==> config.mk <==
export PLATFORM = sky130hd
export DESIGN_NAME = onehot2binary_stream
export DESIGN_NICKNAME = d
export VERILOG_FILES = /design/src/rtl/onehot2binary_enc.sv /design/src/rtl/onehot2binary_stream.sv
export SDC_FILE = /design/constraint.sdc
export NUM_CORES = 1
export LEC_CHECK = 0
export ABC_CLOCK_PERIOD_IN_PS = 1800
export BUFFER_PORTS_ARGS = -buffer_cell sky130_fd_sc_hd__buf_2
export CELL_PAD_IN_SITES_DETAIL_PLACEMENT = 0
export CELL_PAD_IN_SITES_GLOBAL_PLACEMENT = 1
export CORE_UTILIZATION = 39
export DETAILED_ROUTE_END_ITERATION = 8
export HOLD_SLACK_MARGIN = 0.02
export PLACE_DENSITY_LB_ADDON = 0.3
export REMOVE_ABC_BUFFERS = 1
export SYNTH_ARGS = -nofsm -noshare
export SYNTH_HDL_FRONTEND = slang
export SYNTH_SLANG_ARGS = --single-unit
==> constraint.sdc <==
create_clock -name clk -period 1.8 [get_ports clk]
set_input_delay 0.18 -clock clk [delete_from_list [all_inputs] [get_ports clk]]
set_output_delay 0.18 -clock clk [all_outputs]
set_load 0.1 [all_outputs]
==> src/rtl/onehot2binary_enc.sv <==
// Combinational one-hot to binary encoder: the lowest set bit gives the index,
// with flags for an all-zero word and for a word with more than one bit set.
module onehot2binary_enc #(
    parameter int OH_WIDTH  = 16,
    parameter int BIN_WIDTH = 4
) (
    input  logic [OH_WIDTH-1:0]  i_dat,
    output logic [BIN_WIDTH-1:0] o_dat,
    output logic                 o_zero,
    output logic                 o_multi
);

    always_comb begin
        o_dat = '0;
        // Scan downwards so the lowest set bit is the last, winning assignment.
        for (int i = OH_WIDTH - 1; i >= 0; i--) begin
            if (i_dat[i]) begin
                o_dat = BIN_WIDTH'(i);
            end
        end
    end

    assign o_zero  = ~|i_dat;
    // Clearing the lowest set bit leaves something only if a second bit was set.
    assign o_multi = |(i_dat & (i_dat - OH_WIDTH'(1)));

endmodule

==> src/rtl/onehot2binary_stream.sv <==
// Streaming one-hot to binary encoder: two-stage valid/ready pipeline with
// zero/multi-hot flags per word and a saturating count of flagged words.
module onehot2binary_stream #(
    parameter int BIN_WIDTH    = 4,
    parameter int OH_WIDTH     = 2**BIN_WIDTH,
    parameter int ERRCNT_WIDTH = 16
) (
    input  logic                    clk,
    input  logic                    reset,
    input  logic [OH_WIDTH-1:0]     i_dat,
    input  logic                    i_val,
    output logic                    i_rdy,
    output logic [BIN_WIDTH-1:0]    o_dat,
    output logic                    o_zero,
    output logic                    o_multi,
    output logic                    o_val,
    input  logic                    o_rdy,
    output logic [ERRCNT_WIDTH-1:0] err_cnt,
    input  logic                    err_clr
);

    if (OH_WIDTH > 2**BIN_WIDTH || OH_WIDTH < 2) begin : g_bad_params
        $error("onehot2binary_stream: OH_WIDTH must lie in [2, 2**BIN_WIDTH]");
    end

    // Handshake: a word moves across an interface on any clk edge where val and
    // rdy are both high; val never waits for rdy, and a held word stays stable.
    logic [OH_WIDTH-1:0]     r_dat1;
    logic                    r_v1;
    logic [BIN_WIDTH-1:0]    r_dat2;
    logic                    r_zero2;
    logic                    r_multi2;
    logic                    r_v2;
    logic [ERRCNT_WIDTH-1:0] r_err_cnt;

    logic                    w_adv1;
    logic                    w_adv2;
    logic [BIN_WIDTH-1:0]    w_enc_dat;
    logic                    w_enc_zero;
    logic                    w_enc_multi;
    logic                    w_err_xfer;

    // A stage may load when it is empty or its content leaves this cycle.
    assign w_adv2 = !r_v2 || o_rdy;
    assign w_adv1 = !r_v1 || w_adv2;

    onehot2binary_enc #(
        .OH_WIDTH  (OH_WIDTH),
        .BIN_WIDTH (BIN_WIDTH)
    ) u_enc (
        .i_dat   (r_dat1),
        .o_dat   (w_enc_dat),
        .o_zero  (w_enc_zero),
        .o_multi (w_enc_multi)
    );

    always_ff @(posedge clk) begin
        if (reset) begin
            r_v1   <= 1'b0;
            r_dat1 <= '0;
        end else if (w_adv1) begin
            r_v1 <= i_val;
            if (i_val) begin
                r_dat1 <= i_dat;
            end
        end
    end

    always_ff @(posedge clk) begin
        if (reset) begin
            r_v2     <= 1'b0;
            r_dat2   <= '0;
            r_zero2  <= 1'b0;
            r_multi2 <= 1'b0;
        end else if (w_adv2) begin
            r_v2     <= r_v1;
            r_dat2   <= w_enc_dat;
            r_zero2  <= w_enc_zero;
            r_multi2 <= w_enc_multi;
        end
    end

    assign w_err_xfer = r_v2 && o_rdy && (r_zero2 || r_multi2);

    // Clear wins over a same-cycle error transfer.
    always_ff @(posedge clk) begin
        if (reset || err_clr) begin
            r_err_cnt <= '0;
        end else if (w_err_xfer && (r_err_cnt != '1)) begin
            r_err_cnt <= r_err_cnt + ERRCNT_WIDTH'(1);
        end
    end

    assign i_rdy   = w_adv1;
    assign o_val   = r_v2;
    assign o_dat   = r_dat2;
    assign o_zero  = r_zero2;
    assign o_multi = r_multi2;
    assign err_cnt = r_err_cnt;

endmodule

# Word level (Yosys, flattened, before mapping)
# Cells that the tools add are included.
dict set report classes {
  n_addsub 2
  eq_ne 1
  multipliers 0
  n_mux 16
  div 0
  n_lt_le_gt_ge 0
  bitwise_logic 1
  shifts 0
  reduce_logical 13
}
# operator n
set op_table {}
lappend op_table {{$mux 4} 16}
lappend op_table {{$reduce_or 16->1} 2}
lappend op_table {{$add 16x1->16 const B} 1}
lappend op_table {{$and 16x16->16} 1}
lappend op_table {{$ne 16x16->1 const B} 1}
lappend op_table {{$sub 16x1->16 const B} 1}
lappend op_table {{$logic_or 1x1->1} 4}
lappend op_table {{$logic_and 1x1->1} 3}
lappend op_table {{$logic_not 1->1} 3}
lappend op_table {{$reduce_and 2->1} 1}
dict set report word_totals {
  input_bits 21
  memories 0
  elab_cells 40
  regBits 40
  latch_bits 0
  ram_bits 0
  output_inout_bits 24
  mem_bits_ro 0
}

# Depth between registers and ports, before layout
# Gate-level depths: netlist of the first run.
dict set report depth {
  ltp_word 16
  ltp_mapped 7
  ltp_nobuf 6
}

# By module
# Synthesis of the first run repeated with hierarchy kept, for this count alone.
dict set report unflattened {
  hier_cells 256
  area_unflattened_um2 2011.9
}
# module area_each_um2 instances cells_each seq_area_each_um2
set by_module_without_submodules {}
lappend by_module_without_submodules {onehot2binary_stream 1662.8 1 204 800.8}
lappend by_module_without_submodules {onehot2binary_enc 349.1 1 52 0.0}

# Worst setup path before layout of the first run
# OpenSTA, ideal clock, no wires.
dict set report synth_path {
  kind {reg2reg}
  from {reg r_v2 (netlist: o_val)}
  to {reg r_dat1[12]}
  slack_ns -1.025
  arrival_ns 2.755
  setup_ns 0.070
  n_path_buf 1
  path_stages_with_launch 7
  cell_sequence {dfxtp_1 nor2b_1 nand2_1 nand2_1 clkbuf_1 nand2_1 a21oi_1}
}
dict set report synth_between {
  elab_chain_len 4
}
# item line
set synth_lines {}
lappend synth_lines {{start: declaration} onehot2binary_stream.sv:33} ;# logic r_v2;
lappend synth_lines {{start signal: assignment} onehot2binary_stream.sv:76} ;# r_v2 <= r_v1;
lappend synth_lines {{$logic_not 1->1} onehot2binary_stream.sv:44} ;# assign w_adv2 = !r_v2 || o_rdy;
lappend synth_lines {{$logic_or 1x1->1} onehot2binary_stream.sv:44}
lappend synth_lines {{$logic_or 1x1->1} onehot2binary_stream.sv:45} ;# assign w_adv1 = !r_v1 || w_adv2;
lappend synth_lines {{via i_rdy} onehot2binary_stream.sv:12} ;# output logic i_rdy,
lappend synth_lines {{$reduce_and 2->1 (no line)} n/a}
lappend synth_lines {{end signal: assignment} onehot2binary_stream.sv:64} ;# r_dat1 <= i_dat;
lappend synth_lines {{end: declaration} onehot2binary_stream.sv:28} ;# logic [OH_WIDTH-1:0] r_dat1;
# The timed path passes the listed nets, and every way through them passes these cells.
# A chain may end at the register's enable or synchronous reset.

# Worst setup path in the final report of the first run
dict set report layout_path {
  from {reg r_dat1[0]}
  to {reg r_multi2 (netlist: o_multi)}
}
dict set report layout_between {
  elab_chain_len 3
}
# item line
set layout_lines {}
lappend layout_lines {{$sub 16x1->16} onehot2binary_enc.sv:25} ;# assign o_multi = |(i_dat & (i_dat - OH_WIDTH'(1)));
lappend layout_lines {{$and 16x16->16 (*)} onehot2binary_enc.sv:25}
lappend layout_lines {{$reduce_or 16->1 (*)} onehot2binary_enc.sv:25}
lappend layout_lines {{end signal: assignment} onehot2binary_stream.sv:79} ;# r_multi2 <= w_enc_multi;
lappend layout_lines {{end: declaration} onehot2binary_stream.sv:32} ;# logic r_multi2;
# Mark *: on every way between the ends. The rest lies on a longest branch, timed or not.

==> impl_metrics.toml, run 1 <==
[clock_network]
ctsHtreeMaxLevel = 2
cts_hold_buf = 0
cts_buffers = 5
clk_latency_ns = 0.29
cts_buffer_depth = 2
cts_tree = "built"
path_clk_slew_ns = 0.07
cts-root-buf = "clkbuf_8"
cts_sinks = 40

[final_layout]
stdcell_area_um2 = 2500
final_core_util = 0.519
drive_above_1_share = 0.281
diodes = 0
finalNonFillerCells = 370
area_delta_synth_final_pct = 25.0
n_fill_cell = 513
nets = 324

[floorplanning]
die_x_um = 73.6
die_y_um = 73.6
start_util = 0.415
num_rows = 25
pin_count = 45
coreArea_um2 = 4820
dieArea_um2 = 5420

[sta]
hold_viol_final = 0
max_freq_mhz = 591
setup_tns_ns = 0
skew_ns = 0.00541
final.period_utilization = 0.939
drv_slew = 0
worst_slack_ns = 0.109
rsz0062_at_grt = "no"
whs_ns = 0.117
setup_viol = 0
post-route-min-period_ns = 1.69
worst_slew_pin_slew_ns = 0.486
slew_headroom = 0.675

[placement]
routabilityCongestion = 0.828
place_area_um2 = 2360
port_buffers = 44
placedCellCount = 360
place_worst_setup_slack_ns = 0.0996
hpwl_um = 3420

[yosys]
synth_cell_types = 51
synth_cells = 247
ys_async_sr_fraction = 0
yosys_register_bits = 40
synth_edf_count = 0
synth-main-ff-cell = "dfxtp_1"
synth_common_cells = "43 x nand2_1, 40 x dfxtp_1, 31 x a21oi_1, 24 x nor2_1, 9 x nand3_1"
synth.most_common_cell = "nand2_1"
yosys_warnings = 0
seq_area_frac_synth = 0.401
synthesis.area_um2 = 2000
syn_avg_cell_area_um2 = 8.09
synth_top_area_share = 0.401
yosysTopAreaCell = "dfxtp_1"
yosys-top-cells-area = "dfxtp_1 40%, nand2_1 8.1%, a21oi_1 7.8%, nor2_1 4.5%, nand3_1 2.3%"

[power_and_ir_drop]
total_leakage_power_nw = 0.974
power_density_nw_per_um2 = 774
peakVddDrop_uv = 415
p_total_mw = 1.93

[critical_path]
crit_arrival_ns = 1.87
worstSetupPathType = "register to register"
path_delay_family = "compound AO/OA/AOI/OAI gates"
required_ns = 1.98
path_max_fanout = 6
endpoint_kind = "register"
cpMaxStageDelayCell = "nor4_4"
path_buf_inv = 0
slowest_delay_ns = 0.40
critPathLaunchType = "register"
cp_cell_sequence = "nor4_4 > nand2_4 > a221o_1 > o31a_1"

[drt]
wl_per_cell_um = 12.8
dr.pass1.iters = 4
drt_wl_total_um = 4730
drt_iter0_markers = 81
vias = 1906
drcViolationCount = 0
via_per_inst = 5.15
antenna_left = 0

[job]
max_cap_viol_count = 0

[grt]
grt_max_degree = 17
grt_pass1_wl_um = 7380
first_global_vias = 1612
gr-total-overflow = 0
grt_usage = 0.180
antenna_found_initial = 0

[outcome]
status = "finished clean"

[worst_hold_path]
hold_path_class = "input pin to register"
## registers in the layout, indices dropped and copies added (netlist names)
register and count:
o_val 1, r_v1 1, o_multi 1, o_dat 4, o_zero 1, r_dat1 16, err_cnt 16
## final timing paths
| kind | from | end | slack [ns] | depth (start not counted) |
|---|---|---|---|---|
| setup / recovery | r_dat1[0]$_SDFFE_PP0P_ | o_multi$_SDFFE_PP0P_ | 0.11 | 4 |
| hold / removal | i_dat[13] | r_dat1[13]$_SDFFE_PP0P_ | 0.12 | 3 |
| setup reg to reg | r_dat1[0]$_SDFFE_PP0P_ | o_multi$_SDFFE_PP0P_ | 0.11 | 4 |
| hold reg to reg | o_dat[0]$_SDFFE_PP0P_ | o_dat[0]$_SDFFE_PP0P_ | 0.49 | 2 |
## layer usage
layer  track usage  wire, um
met5             0         0
met4        0.0769        85
met3        0.0466       230
met2         0.304      2270
met1         0.217      2150
## placed cells by master (no fill, tap or decap), types with 2 or more instances in the layout
cell	synthesis	routed
a211oi_1	3	3
a21oi_1	31	31
and4_1	3	3
buf_2	3	44
buf_4	0	15
clkbuf_1	8	2
clkbuf_8	0	6
dfxtp_1	40	37
dfxtp_2	0	3
inv_1	7	7
mux2i_1	2	2
nand2_1	43	42
nand3_1	9	9
nand4_1	4	4
nor2_1	24	23
nor3_1	6	6
nor4_1	2	2
nor4_4	2	2
o2111ai_4	1	2
o211ai_1	3	3
o21ai_0	6	6
o21ai_1	6	6
o21bai_1	2	2
o31ai_1	2	2
or2_1	2	2
or3_1	5	5
xnor2_1	4	4
xor2_1	3	3
## tightest hold or removal path, cell delays in order
cell,delay (ns)
buf_2,0.09
nand2_1,0.04
a21oi_1,0.05
## what timing repair did
action,4_1_cts,5_1_grt
setup buffers,0,1
resized for setup,0,8
setup endpoints to repair,0,6
## cells by family after synthesis
logic type,count (synthesis),synth area share
adder cells (fa/ha/maj),1,0.00626
flip-flops,40,0.401
buffers and inverters,19,0.0375
AO/OA/AOI/OAI,67,0.225
multiplexers,2,0.0100
AND/OR/NAND/NOR,111,0.290
XOR/XNOR,7,0.0307
## final cells by class
cell class / count / area [um^2] / area share
Timing Repair Buffer: 59 / 333 / 0.133
Multi-Input combinational cell: 189 / 1160 / 0.465
Inverter: 7 / 26.3 / 0.0105
Clock buffer: 8 / 90.1 / 0.0360
Tap cell: 67 / 83.8 / 0.0335
Sequential cell: 40 / 805 / 0.322
## power by group
group	internal (mW)	total, mW	switching, mW
Sequential	0.922	0.971	0.0494
Combinational	0.120	0.361	0.241
Clock	0.312	0.602	0.290
Total	1.35	1.93	0.580
Power figures use the tool's default switching activity.
==> run 2, diff against run 1 <==
==> constraint.sdc (replaced) <==
create_clock -name clk -period 1.8 [get_ports clk]
set_input_delay 0.36 -clock clk [delete_from_list [all_inputs] [get_ports clk]]
set_output_delay 0.36 -clock clk [all_outputs]
set_load 0.1 [all_outputs]
==> impl_metrics.toml, run 2 (same netlist as run 1, synthesis figures left out) <==
[final_layout]
area_delta_synth_final_pct = 25.4
n_fill_cell = 528
diodes = 0
final_cell_mix = "44 x buf_2, 43 x nand2_1, 39 x dfxtp_1"
finalNonFillerCells = 372
final_common_cell = "buf_2"
drive_above_1_share = 0.275
stdcell_area_um2 = 2510
nets = 326

[sta]
setup_viol = 0
drv_slew = 0
rsz0062_at_grt = "no"
skew_ns = 0.00202
hold_viol_final = 0
worst_slew_pin_slew_ns = 0.614
slew_headroom = 0.590
post-route-min-period_ns = 1.71
final.period_utilization = 0.949
max_freq_mhz = 585

[floorplanning]
pin_count = 45
die_y_um = 73.6
dieArea_um2 = 5420
num_rows = 25
coreArea_um2 = 4820
die_x_um = 73.6
start_util = 0.415

[drt]
vias = 1928
via_per_inst = 5.18
drt_iter0_markers = 48
wl_per_cell_um = 12.9
antenna_left = 0
drcViolationCount = 0
dr.pass1.iters = 4
drt_wl_total_um = 4790

[grt]
first_global_vias = 1683
antenna_found_initial = 0
gr-total-overflow = 0
grt_pass1_wl_um = 7710
grt_max_degree = 17
grt_usage = 0.187

[clock_network]
ctsHtreeMaxLevel = 2
cts_buffer_depth = 2
path_clk_slew_ns = 0.07
cts_buffers = 5
cts-root-buf = "clkbuf_8"
cts_sinks = 40
clk_latency_ns = 0.29
cts_tree = "built"

[critical_path]
crit_arrival_ns = 1.35
endpoint_kind = "primary output"
worstSetupPathType = "register to primary output"
r2r_slack_ns = 0.12
cp_cell_sequence = "nor2b_2 > nand2_1 > buf_2"
critPathCapture = "i_rdy"
required_ns = 1.44
cpMaxStageDelayCell = "buf_2"
r2r-end = "err_cnt[13]$_SDFFE_PP0P_"
slowest_delay_ns = 0.43
path_max_fanout = 5
worstRegToRegCells = 6
critPathLaunchType = "register"
critPathLaunch = "o_val$_SDFFE_PP0P_"
reg2reg_from = "err_cnt[0]$_SDFFE_PP0P_"

[worst_hold_path]
hold_path_class = "input pin to register"

[power_and_ir_drop]
peakVddDrop_uv = 285
power_density_nw_per_um2 = 777
total_leakage_power_nw = 0.982

[placement]
hpwl_um = 3410
port_buffers = 44
placedCellCount = 362
place_area_um2 = 2370
routabilityCongestion = 0.829

[job]
max_cap_viol_count = 0

[outcome]
status = "finished clean"
-- run 2: critical path, delay by kind of cell, from the launching register on --
family | cells | cell delay [ns]
buf+inv | 1 | 0.43
simple gates | 2 | 0.27
flops | 1 | 0.35
-- run 2: final cells by class --
cell class                      count  area [um^2]  share of cell area
Multi-Input combinational cell    189         1160               0.462
Sequential cell                    40          802               0.320
Timing Repair Buffer               61          348               0.139
Clock buffer                        8         90.1              0.0359
Tap cell                           67         83.8              0.0334
Inverter                            7         26.3              0.0105
-- run 2: how the worst min path moves through the flow --
| stage | startpoint | to | slack [ns] | cells past startpoint |
|---|---|---|---|---|
| 4_1_cts | i_dat[12] | r_dat1[12]$_SDFFE_PP0P_ | 0.29 | 3 |
| 3_5_place_dp | o_dat[2]$_SDFFE_PP0P_ | o_dat[2]$_SDFFE_PP0P_ | 0.46 | 2 |
| 3_3_place_gp | o_dat[2]$_SDFFE_PP0P_ | o_dat[2]$_SDFFE_PP0P_ | 0.46 | 2 |
| 2_1_floorplan | reset | o_dat[2]$_SDFFE_PP0P_ | 0.43 | 1 |
| 6_report | i_dat[3] | r_dat1[3]$_SDFFE_PP0P_ | 0.30 | 3 |
| 5_1_grt | i_dat[12] | r_dat1[12]$_SDFFE_PP0P_ | 0.30 | 3 |
-- run 2: per-layer routing --
metal / GRT usage / wire length (um)
met1: 0.232 / 2100
met2: 0.317 / 2410
met3: 0.0466 / 229
met4: 0.0577 / 45
met5: 0 / 0
-- run 2: what timing repair did --
| item | in CTS | in global routing |
|---|---|---|
| endpoints found under the setup margin | 0 | 7 |
| buffers inserted | 0 | 1 |
| resized for setup | 0 | 5 |
| hold buffers | 0 | 0 |
| endpoints found under the hold margin | 0 | 0 |
-- run 2: per-stage QoR --
step	utilization	TNS [ns]	worst slack [ns]	power [mW]	hold slack (ns)
3_3_place_gp	0.493	0	0.119	1.35	0.460
5_1_grt	0.521	0	0.0112	2.05	0.297
6_report	0.521	0	0.0920	1.95	0.299
3_5_place_dp	0.493	0	0.108	1.35	0.464
4_1_cts	0.512	0	0.0173	1.96	0.293
2_1_floorplan	-	-30.37	-1.32	1.24	0.429
-- run 2: report_power, final --
part,internal (mW),switching [mW]
logic,0.121,0.241
clock network,0.313,0.304
registers,0.921,0.0480
==> run 3, diff against run 2 <==
Settings changed: REMOVE_ABC_BUFFERS 1 to default.
==> impl_metrics.toml, run 3 (same netlist as run 1, synthesis figures left out) <==
[power_and_ir_drop]
total_leakage_power_nw = 0.956
p_total_mw = 1.86
seqPwrFrac = 0.511
clock_power_share = 0.298
combPwrFrac = 0.191
power.internal_mw = 1.29
power.share.switching = 0.307
p_sw_mw = 0.571
peakVddDrop_uv = 457
power_density_nw_per_um2 = 748

[outcome]
status = "finished clean"

[grt]
grt_usage = 0.183
grt_max_degree = 26
grt_pass1_wl_um = 7600
antenna_found_initial = 0
gr-total-overflow = 0
first_global_vias = 1704

[sta]
hold_viol_final = 0
slew_headroom = 0.623
whs_ns = 0.306
setup_viol = 0
worst_slew_pin_slew_ns = 0.565
setup_tns_ns = 0
rsz0062_at_grt = "no"
final.period_utilization = 0.934
skew_ns = 0.00516
drv_slew = 0
max_freq_mhz = 595
post-route-min-period_ns = 1.68

[critical_path]
slowest_delay_ns = 0.40
endpoint_kind = "register"
path_buf_inv = 0
path_delay_family = "compound AO/OA/AOI/OAI gates"
cp_cell_sequence = "nor4_4 > nand2_4 > a2111oi_1 > o21ai_1 > o31a_1"
crit_arrival_ns = 1.86
required_ns = 1.98
cpMaxStageDelayCell = "nor4_4"
critPathLaunchType = "register"
path_max_fanout = 6
worstSetupPathType = "register to register"

[yosys]
synth_nets = 269

[clock_network]
cts.repair.resized = 0
path_clk_slew_ns = 0.07
ctsHtreeMaxLevel = 2
cts_buffer_depth = 2
cts_sinks = 40
cts_tree = "built"
clk_latency_ns = 0.29
cts-root-buf = "clkbuf_8"
cts_buffers = 5
cts_hold_buf = 0

[placement]
routabilityCongestion = 0.802
hpwl_um = 3250
port_buffers = 44

[floorplanning]
dieArea_um2 = 5420
die_x_um = 73.6
pin_count = 45
num_rows = 25
coreArea_um2 = 4820
die_y_um = 73.6
start_util = 0.415

[drt]
drt_wl_total_um = 4440
wl_met2_um = 2270
wl_met1_um = 2000
dr_wl_met3_um = 144
wl_per_cell_um = 12.3
vias = 1893
top_layer_used = "met4"
dr.pass1.iters = 4
drt_iter0_markers = 51
antenna_left = 0
drcViolationCount = 0
via_per_inst = 5.24

[final_layout]
area_delta_synth_final_pct = 24.5
multi_input_area_um2 = 1150
nets = 315
final_common_cell = "buf_2"
diodes = 0
regArea_um2 = 860
n_fill_cell = 522
drive_above_1_share = 0.310
final_cell_mix = "44 x buf_2, 41 x nand2_1, 31 x a21oi_1"

[worst_hold_path]
hold_path_class = "input pin to register"

[job]
max_cap_viol_count = 0
run 3: cell count changes in the layout (fill, tap and decap cells not counted), sizes merged:
cell     before  now
clkinv        0    1
o2111ai       2    1
buf          61   51
clkbuf        8    7
run 3: worst register-to-register path: cells and delay by family (launching register included):
family / cells / cell delay (ns)
compound gates: 3 / 0.68
flops: 1 / 0.37
simple gates: 2 / 0.52
run 3: cell type report:
| type | count | area share |
|---|---|---|
| flip-flops and latches | 40 | 0.345 |
| well taps | 67 | 0.0337 |
| repair buffers | 51 | 0.115 |
| multi-input cells | 188 | 0.464 |
| clock buffers | 7 | 0.0307 |
| clock inverters | 1 | 0.00151 |
| inverters | 7 | 0.0106 |
run 3: what timing repair did:
action / in CTS / in global routing
endpoints found under the hold margin: 0 / 0
setup buffers: 0 / 3
setup endpoints to repair: 0 / 1
run 3: metrics by stage:
step | utilization | cells | area (um^2) | setup slack, ns
2_1_floorplan | - | 247 | 2090 | 0.0117
3_3_place_gp | 0.495 | 350 | 2390 | 0.185
3_5_place_dp | 0.495 | 350 | 2390 | 0.130
4_1_cts | 0.512 | 358 | 2470 | 0.0326
5_1_grt | 0.517 | 361 | 2490 | 0.0368
6_report | 0.517 | 361 | 2490 | 0.119
run 3: worst paths after layout:
| path | slack, ns | from | depth (start not counted) | endpoint |
|---|---|---|---|---|
| max | 0.12 | r_dat1[0]$_SDFFE_PP0P_ | 5 | o_multi$_SDFFE_PP0P_ |
| min | 0.31 | i_val | 3 | r_v1$_SDFFE_PP0N_ |
| max reg2reg | 0.12 | r_dat1[0]$_SDFFE_PP0P_ | 5 | o_multi$_SDFFE_PP0P_ |
| min reg2reg | 0.46 | o_dat[2]$_SDFFE_PP0P_ | 2 | o_dat[2]$_SDFFE_PP0P_ |
run 3: power by group through the flow:
stage | logic, mW | clock network, mW | registers (mW)
2_1_floorplan | 0.170 | 0 | 1.07
3_3_place_gp | 0.353 | 0 | 0.971
3_5_place_dp | 0.354 | 0 | 0.972
4_1_cts | 0.356 | 0.583 | 0.951
5_1_grt | 0.388 | 0.636 | 0.958
6_report | 0.356 | 0.554 | 0.952
run 3: per-layer routing:
layer,global-route usage,vias up
li1,-,974
met1,0.215,887
met2,0.319,30
met3,0.0549,2
met4,0.0577,0
met5,0,-
